[config.mk]
export PLATFORM = sky130hd
export DESIGN_NAME = arm_position_scan_ctrl
export DESIGN_NICKNAME = d
export VERILOG_FILES = /design/src/rtl/arm_scan_pkg.sv /design/src/rtl/scan_extreme_tracker.sv /design/src/rtl/arm_position_scan_ctrl.sv
export SDC_FILE = /design/constraint.sdc
export NUM_CORES = 1
export LEC_CHECK = 0
export ABC_CLOCK_PERIOD_IN_PS = 3800
export BUFFER_PORTS_ARGS = -buffer_cell sky130_fd_sc_hd__buf_2
export CAP_MARGIN = 5
export CORE_ASPECT_RATIO = 2
export CORE_MARGIN = 1
export CORE_UTILIZATION = 59
export DETAILED_ROUTE_END_ITERATION = 8
export PLACE_DENSITY = 0.8
export REMOVE_ABC_BUFFERS = 1
export SETUP_SLACK_MARGIN = 0.5
export SLEW_MARGIN = 20
export SYNTH_ARGS = -nofsm -noshare
export SYNTH_HDL_FRONTEND = slang
export SYNTH_HIERARCHICAL = 1
export SYNTH_SLANG_ARGS = --single-unit
[constraint.sdc]
create_clock -name clk -period 3.8 [get_ports clk]
set_clock_uncertainty 0.2 [all_clocks]
set_input_delay 0.38 -clock clk [delete_from_list [all_inputs] [get_ports clk]]
set_output_delay 0.38 -clock clk [all_outputs]
set_load 0.01 [all_outputs]
[src/rtl/arm_scan_pkg.sv]
// Shared types and default sizes for the arm-position ROM scan sequencer.
package arm_scan_pkg;

  localparam int DEFAULT_DATA_WIDTH    = 16;
  localparam int DEFAULT_ADDRESS_WIDTH = 9;

  typedef enum logic [1:0] {
    IDLE  = 2'd0,
    SCAN  = 2'd1,
    DRAIN = 2'd2
  } scan_state_e;

  typedef enum logic {
    TRACK_MAX = 1'b0,
    TRACK_MIN = 1'b1
  } track_mode_e;

endpackage

[src/rtl/scan_extreme_tracker.sv]
// Running extreme (max or min) of a word stream; result is published only on commit,
// folding in the word presented on the commit cycle itself.
module scan_extreme_tracker
  import arm_scan_pkg::*;
#(
  parameter int          DATA_WIDTH    = DEFAULT_DATA_WIDTH,
  parameter int          ADDRESS_WIDTH = DEFAULT_ADDRESS_WIDTH,
  parameter track_mode_e MODE          = TRACK_MAX
) (
  input  logic                     clk,
  input  logic                     rst,
  input  logic                     load_first,
  input  logic                     valid,
  input  logic [DATA_WIDTH-1:0]    data,
  input  logic [ADDRESS_WIDTH-1:0] addr,
  input  logic                     commit,
  output logic [DATA_WIDTH-1:0]    value,
  output logic [ADDRESS_WIDTH-1:0] value_address
);

  logic [DATA_WIDTH-1:0]    run_value;
  logic [ADDRESS_WIDTH-1:0] run_address;
  logic                     take;

  // Strict compare keeps the earlier (lower) address on ties.
  always_comb begin
    take = 1'b0;
    if (valid) begin
      if (load_first) begin
        take = 1'b1;
      end else if (MODE == TRACK_MAX) begin
        take = (data > run_value);
      end else begin
        take = (data < run_value);
      end
    end else begin
      take = 1'b0;
    end
  end

  always_ff @(posedge clk) begin
    if (rst) begin
      run_value     <= {DATA_WIDTH{1'b0}};
      run_address   <= {ADDRESS_WIDTH{1'b0}};
      value         <= {DATA_WIDTH{1'b0}};
      value_address <= {ADDRESS_WIDTH{1'b0}};
    end else begin
      if (take) begin
        run_value   <= data;
        run_address <= addr;
      end
      if (commit) begin
        value         <= take ? data : run_value;
        value_address <= take ? addr : run_address;
      end
    end
  end

endmodule

[src/rtl/arm_position_scan_ctrl.sv]
// Start/busy/done sequencer that reads every position-ROM word once and reports the largest.
// Defining ARM_SCAN_MIN_TRACK_EN adds smaller_num/smaller_num_address minimum tracking.
module arm_position_scan_ctrl
  import arm_scan_pkg::*;
#(
  parameter int DATA_WIDTH    = DEFAULT_DATA_WIDTH,
  parameter int ADDRESS_WIDTH = DEFAULT_ADDRESS_WIDTH,
  parameter int DEPTH         = 2 ** ADDRESS_WIDTH
) (
  input  logic                     clk,
  input  logic                     rst,
  input  logic                     start,
  output logic                     rom_rd,
  output logic [ADDRESS_WIDTH-1:0] rom_addr,
  input  logic [DATA_WIDTH-1:0]    rom_data,
  output logic                     busy,
  output logic                     done,
  output logic [DATA_WIDTH-1:0]    greater_num,
  output logic [ADDRESS_WIDTH-1:0] greater_num_address
`ifdef ARM_SCAN_MIN_TRACK_EN
  ,
  output logic [DATA_WIDTH-1:0]    smaller_num,
  output logic [ADDRESS_WIDTH-1:0] smaller_num_address
`endif
);

  localparam logic [1:0] S_IDLE  = IDLE;
  localparam logic [1:0] S_SCAN  = SCAN;
  localparam logic [1:0] S_DRAIN = DRAIN;

  localparam logic [ADDRESS_WIDTH-1:0] LAST_ADDR = ADDRESS_WIDTH'(DEPTH - 1);
  localparam logic [ADDRESS_WIDTH-1:0] ADDR_ONE  = ADDRESS_WIDTH'(1);

  logic [1:0]               state;
  logic                     rd_valid_q;
  logic [ADDRESS_WIDTH-1:0] rd_addr_q;
  logic                     load_first;
  logic                     commit;

  assign load_first = rd_valid_q && (rd_addr_q == {ADDRESS_WIDTH{1'b0}});
  assign commit     = (state == S_DRAIN) && rd_valid_q;

  // done gates start so a request landing on the done cycle is dropped.
  always_ff @(posedge clk) begin
    if (rst) begin
      state      <= S_IDLE;
      rom_rd     <= 1'b0;
      rom_addr   <= {ADDRESS_WIDTH{1'b0}};
      busy       <= 1'b0;
      done       <= 1'b0;
      rd_valid_q <= 1'b0;
      rd_addr_q  <= {ADDRESS_WIDTH{1'b0}};
    end else begin
      rd_valid_q <= rom_rd;
      rd_addr_q  <= rom_addr;
      done       <= 1'b0;
      case (state)
        S_IDLE: begin
          if (start && !done) begin
            state    <= S_SCAN;
            rom_addr <= {ADDRESS_WIDTH{1'b0}};
            rom_rd   <= 1'b1;
            busy     <= 1'b1;
          end
        end
        S_SCAN: begin
          if (rom_addr == LAST_ADDR) begin
            rom_rd <= 1'b0;
            state  <= S_DRAIN;
          end else begin
            rom_addr <= rom_addr + ADDR_ONE;
          end
        end
        S_DRAIN: begin
          if (rd_valid_q) begin
            done  <= 1'b1;
            busy  <= 1'b0;
            state <= S_IDLE;
          end
        end
        default: begin
          state  <= S_IDLE;
          rom_rd <= 1'b0;
          busy   <= 1'b0;
        end
      endcase
    end
  end

  scan_extreme_tracker #(
    .DATA_WIDTH   (DATA_WIDTH),
    .ADDRESS_WIDTH(ADDRESS_WIDTH),
    .MODE         (TRACK_MAX)
  ) u_max (
    .clk          (clk),
    .rst          (rst),
    .load_first   (load_first),
    .valid        (rd_valid_q),
    .data         (rom_data),
    .addr         (rd_addr_q),
    .commit       (commit),
    .value        (greater_num),
    .value_address(greater_num_address)
  );

`ifdef ARM_SCAN_MIN_TRACK_EN
  scan_extreme_tracker #(
    .DATA_WIDTH   (DATA_WIDTH),
    .ADDRESS_WIDTH(ADDRESS_WIDTH),
    .MODE         (TRACK_MIN)
  ) u_min (
    .clk          (clk),
    .rst          (rst),
    .load_first   (load_first),
    .valid        (rd_valid_q),
    .data         (rom_data),
    .addr         (rd_addr_q),
    .commit       (commit),
    .value        (smaller_num),
    .value_address(smaller_num_address)
  );
`endif

endmodule

### Yosys cells after proc, flatten, opt, wreduce, memory -nomap -nowiden

Index checks and enable logic that the tools add are counted.

* add/subtract/negate cells: 1
* $lt $le $gt $ge: 1
* equal/unequal tests: 7
* muxes and demuxes: 17
* bitwise gates (word level): 2
* reductions and logical operators: 12

Operators by type and width (count)
* two-way mux 9 bit: 3
* one-hot mux 9 bit (2 select lines): 1
* greater-than comparator 16 bit: 1
* two-way mux 16 bit: 1
* AND reduction 3 bit: 4
* adder 9 x 1 -> 9 bit (second input constant): 1
* equality test 9 bit (second input constant): 1
* zero test 9 bit: 1
* != test 2 bit (second input constant): 4
* two-way mux 1 bit: 6
* two-way mux 2 bit: 3
* one-hot mux 1 bit (3 select lines): 2
* one-hot mux 2 bit (3 select lines): 1
* logical AND 1 bit: 3
* equality test 2 x 1 -> 1 bit (second input constant): 1
* equality test 2 bit (second input constant): 1
* zero test 2 bit: 1
* NOT 1 bit: 2
* nonzero test 2 bit: 1
* OR reduction 2 bit: 1
* zero test 1 bit: 1

* flip-flop bits (word level): 74
* input bits: 19
* output and inout bits: 37

### Depth between registers and ports, before layout

* word-level depth: 5
* mapped depth: 9

### Cells and area by module

The synthesis kept the hierarchy.

Modules (own cells, without submodules)
* scan_extreme_tracker: instances 1, cells an instance 222, area each 2133.3 µm²
* arm_position_scan_ctrl: instances 1, cells an instance 103, area each 1009.7 µm²

### Worst setup path before layout

OpenSTA, ideal clock, no wires.

* kind: input to register
* start: in rom_data[14]
* end: reg u_max.value[0]
* library setup time: 0.138 ns
* arrival: 2.323 ns
* data required time: 3.462 ns
* setup slack: 1.140 ns
* stages on the path: 8
* cells stage by stage: ha_1 > nand4_1 > or4_1 > a21o_1 > a31oi_4 > buf_12 > mux2i_1 > a211oi_1

* word-level cells in the longest chain between the ends: 4

RTL lines
* start, declared: line arm_position_scan_ctrl.sv:15 `input logic [DATA_WIDTH-1:0] rom_data,`
* greater-than comparator 16 bit: line scan_extreme_tracker.sv:32 `take = (data > run_value);`
* two-way mux 1 bit: line scan_extreme_tracker.sv:29 `if (load_first) begin`
* two-way mux 1 bit: line scan_extreme_tracker.sv:28 `if (valid) begin`
* two-way mux 16 bit: line scan_extreme_tracker.sv:53 `value <= take ? data : run_value;`
* end signal, assigned: line scan_extreme_tracker.sv:45 `value <= {DATA_WIDTH{1'b0}};`
* end signal, assigned: line scan_extreme_tracker.sv:53
* end, declared: line scan_extreme_tracker.sv:17 `output logic [DATA_WIDTH-1:0] value,`

Every way passes these cells.
A chain may end at the register's enable or synchronous reset.

### Worst setup path after layout

* start: reg u_max.run_value[14]
* end: reg u_max.value_address[8]

* word-level cells in the longest chain between the ends: 4

RTL lines
* start, declared: line scan_extreme_tracker.sv:21 `logic [DATA_WIDTH-1:0] run_value;`
* start signal, assigned: line scan_extreme_tracker.sv:43 `run_value <= {DATA_WIDTH{1'b0}};`
* start signal, assigned: line scan_extreme_tracker.sv:49 `run_value <= data;`
* greater-than comparator 16 bit: line scan_extreme_tracker.sv:32
* two-way mux 1 bit: line scan_extreme_tracker.sv:29
* two-way mux 1 bit: line scan_extreme_tracker.sv:28
* two-way mux 9 bit
* end signal, assigned: line scan_extreme_tracker.sv:46 `value_address <= {ADDRESS_WIDTH{1'b0}};`
* end signal, assigned: line scan_extreme_tracker.sv:54 `value_address <= take ? addr : run_address;`
* end, declared: line scan_extreme_tracker.sv:18 `output logic [ADDRESS_WIDTH-1:0] value_address`

Every way passes these cells.

==> results.sh <==
export IMPL_grt_pass1_vias=2326
export IMPL_numCtsBuffers=9
export IMPL_core_um2=5140
export IMPL_arrival_ns=2.95
export IMPL_power_total_uw=1530
export IMPL_clock_path_buffers=2
export IMPL_cp_data_required_time_ns=3.76
export IMPL_finalHoldViolations=0
export IMPL_drt_iter0_markers=51
export IMPL_routed_wirelength_um=6070
export IMPL_syn_area_um2=3140
export IMPL_viasPerCell=5.60
export IMPL_clkSinkCount=74
export IMPL_p_per_area_nw_per_um2=426
export IMPL_reg2reg_setup_slack_ns=0.81
export IMPL_port_buffers=55
export IMPL_yosys_area_top_type="dfxtp_1"
export IMPL_final_nets=409
export IMPL_min_to="u_max/run_value[8]$_SDFF_PP0_"
export IMPL_p_leak_uw=0.00141
export IMPL_hpwl_um=4270
export IMPL_drc=0
export IMPL_hold_path_depth=3
export IMPL_num_vias=2432
export IMPL_gp_congestion=0.810
export IMPL_dieArea_um2=5640
export IMPL_start_util_pct=61.2
export IMPL_critical_path_class="reg -> reg"
export IMPL_cts_resized=0
export IMPL_outcome="completed"
export IMPL_grt_ovfl_total=0
export IMPL_intPower_uw=1190
export IMPL_setup_tns_final_ns=0
export IMPL_grt_max_degree=51
export IMPL_hold_buffers=0
export IMPL_fmax_ghz=0.334
export IMPL_dominantRegCellSynth="dfxtp_1"
export IMPL_start_kind="register"
export IMPL_grt_pass1_wl_um=9880
export IMPL_ys_seq_area_share_pct=47.1
export IMPL_end_kind="register"
export IMPL_ant_nets=0
export IMPL_clkPwrFrac_pct=40.2
export IMPL_hold_ws_ns=0.129
export IMPL_clk_pin_slew_ns=0.07
export IMPL_drive_gt1_share_pct=21.8
export IMPL_antenna_found_initial=0
export IMPL_p_seq_share_pct=52.2
export IMPL_cts_tree="yes"
export IMPL_cts_setup_buffers=0
export IMPL_path_max_fanout=25
export IMPL_num_rows=37
export IMPL_grt_util_all_layers_pct=24.0
export IMPL_critPathLaunch="u_max/run_value[14]$_SDFF_PP0_"
export IMPL_crit_path_max_incr_delay_ns=0.58
export IMPL_tightest_slew_ns=1.06
export IMPL_p_sw_share_pct=22.4
export IMPL_cp_slowest_cell="or4_1"
export IMPL_fin_util_pct=69.8
export IMPL_top_level_ports=56
export IMPL_synth_area_per_cell_um2=9.67
export IMPL_p_switching_uw=342
export IMPL_area_growth_syn_to_layout_pct=14.1
export IMPL_r2r_end="u_max/value_address[8]$_SDFFE_PP0P_"
export IMPL_r2r_start="u_max/run_value[14]$_SDFF_PP0_"
export IMPL_period_share_pct=78.7
export IMPL_nFillCells=414
export IMPL_hold_start="rom_data[8]"
export IMPL_comb_power_share_pct=7.6
export IMPL_slew_violations=0
export IMPL_async_flop_share_pct=0
export IMPL_ys_top_cells_by_area="dfxtp_1 (47%), mux2i_1 (9.2%), ha_1 (7.2%)"
export IMPL_die_w_um=53.6
export IMPL_wl_per_cell_um=14.0
export IMPL_fp_dieH_um=105
export IMPL_num_antenna_cells=0
export IMPL_synth_commonest_cells="dfxtp_1 (74), nor2_1 (54), mux2i_1 (29)"
export IMPL_path_cells="inv_1 -> ha_1 -> nand4_1 -> or4_1 -> a21o_1 -> a31oi_4 -> buf_4 -> mux2i_1 -> a211oi_1"
export IMPL_synth_cells=325
export IMPL_worstSkewPairLatency_ns=0.34
export IMPL_slew_headroom_pct=29.5
export IMPL_ys_ff_latch=74
export IMPL_rsz0062_at_grt="false"
export IMPL_yosysUniqueCellTypes=40
export IMPL_drtPass1Iterations=4
export IMPL_cap_violations=0
export IMPL_min_path_type="in -> reg"
export IMPL_setup_violations=0
export IMPL_yosys_warnings=6
export IMPL_cts_htree_levels=3
export IMPL_cts_root_buf="clkbuf_8"
export IMPL_ir_drop_mv=0.369
export IMPL_synth_edf_count=0
export IMPL_synth_top_area_share_pct=47.1
export IMPL_r2r_cells=9
export IMPL_yosys_cell_count_top_type="dfxtp_1"
export IMPL_fin_crit_ns=2.99
stage by stage:
step / std cells / setup WS, ns / area [µm²]
2_1_floorplan: 304 / 0.786 / 3010
3_3_place_gp: 419 / 0.756 / 3380
3_5_place_dp: 419 / 0.696 / 3380
4_1_cts: 434 / 0.792 / 3580
5_1_grt: 434 / 0.638 / 3580
6_report: 434 / 0.810 / 3580
power by group through the flow:
stage	combinational, µW	clock, µW	sequential [µW]
4_1_cts	117	627	797
2_1_floorplan	70.5	0	813
6_report	116	614	797
3_5_place_dp	115	0	815
5_1_grt	131	657	798
3_3_place_gp	112	0	814
worst max-delay path, delay by kind of cell, from the launching register on:
kind | cells | cell delay [ns]
AND/OR/NAND/NOR | 2 | 0.76
buffers and inverters | 2 | 0.46
AO/OA/AOI/OAI | 3 | 0.45
flip-flops | 1 | 0.33
multiplexers | 1 | 0.32
adder cells (fa/ha/maj) | 1 | 0.30
cell families after synthesis:
family	after synthesis	share of synthesized area [%]
compound gates	57	13.5
fa+ha+maj	18	7.17
buf+inv	40	6.49
flops	74	47.1
mux	29	9.24
simple gates	107	16.4
sequential cells by signal (all words and copies together), names as in the netlist:
register             cells
busy                     1
u_max/run_address        9
u_max/run_value         16
u_max/value             16
rom_addr                 9
state                    2
done                     1
rom_rd                   1
u_max/value_address      9
rd_addr_q                9
rd_valid_q               1
placed cells by master, fill, tap and decap left out, drive strengths merged:
cell and count:
clkinv 1, a31oi 1, nand3b 5, inv 19, nand2b 1, nor3b 1
o21ai 5, ha 18, o211ai 1, nor2 54, bufinv 1, a211oi 29
buf 57, o2111a 1, or4 2, and2b 1, or4b 2, o31ai 1
a22oi 1, nor4 1, a21boi 1, nand3 13, or3b 2, a21o 2
dfxtp 74, o2111ai 1, a21oi 14, nor2b 9, nor3 1, clkbuf 13
mux2i 29, nand2 10, nand4 5
how the worst max path moves through the flow:
| stage | to | slack (ns) | cells past startpoint |
|---|---|---|---|
| global placement | u_max/value_address[5]$_SDFFE_PP0P_ | 0.76 | 9 |
| floorplan | u_max/value[0]$_SDFFE_PP0P_ | 0.79 | 7 |
| finish | u_max/value_address[8]$_SDFFE_PP0P_ | 0.81 | 9 |
| CTS | u_max/value_address[8]$_SDFFE_PP0P_ | 0.79 | 9 |
| global route | u_max/value_address[5]$_SDFFE_PP0P_ | 0.64 | 9 |
| detailed placement | u_max/value_address[1]$_SDFFE_PP0P_ | 0.70 | 9 |
layer usage:
metal | share of wire (%) | wire length, µm | up-vias | GRT usage [%]
met5 | 0 | 0 | - | 0
met4 | 2.3 | 140 | 0 | 12.6
met3 | 3.8 | 230 | 11 | 7.07
met2 | 54 | 3300 | 54 | 41.9
met1 | 39 | 2390 | 1137 | 23.8
li1 | - | - | 1230 | -
final cells by class:
type,count,area (µm²),share of cell area (%)
clock inverters,2,35.0,0.977
flip-flops and latches,74,1480,41.3
multi-input cells,211,1470,40.9
inverters,19,71.3,1.99
clock buffers,13,169,4.71
repair buffers,57,290,8.10
well taps,58,72.6,2.02
Note: power is estimated with default switching activity, not from simulation.
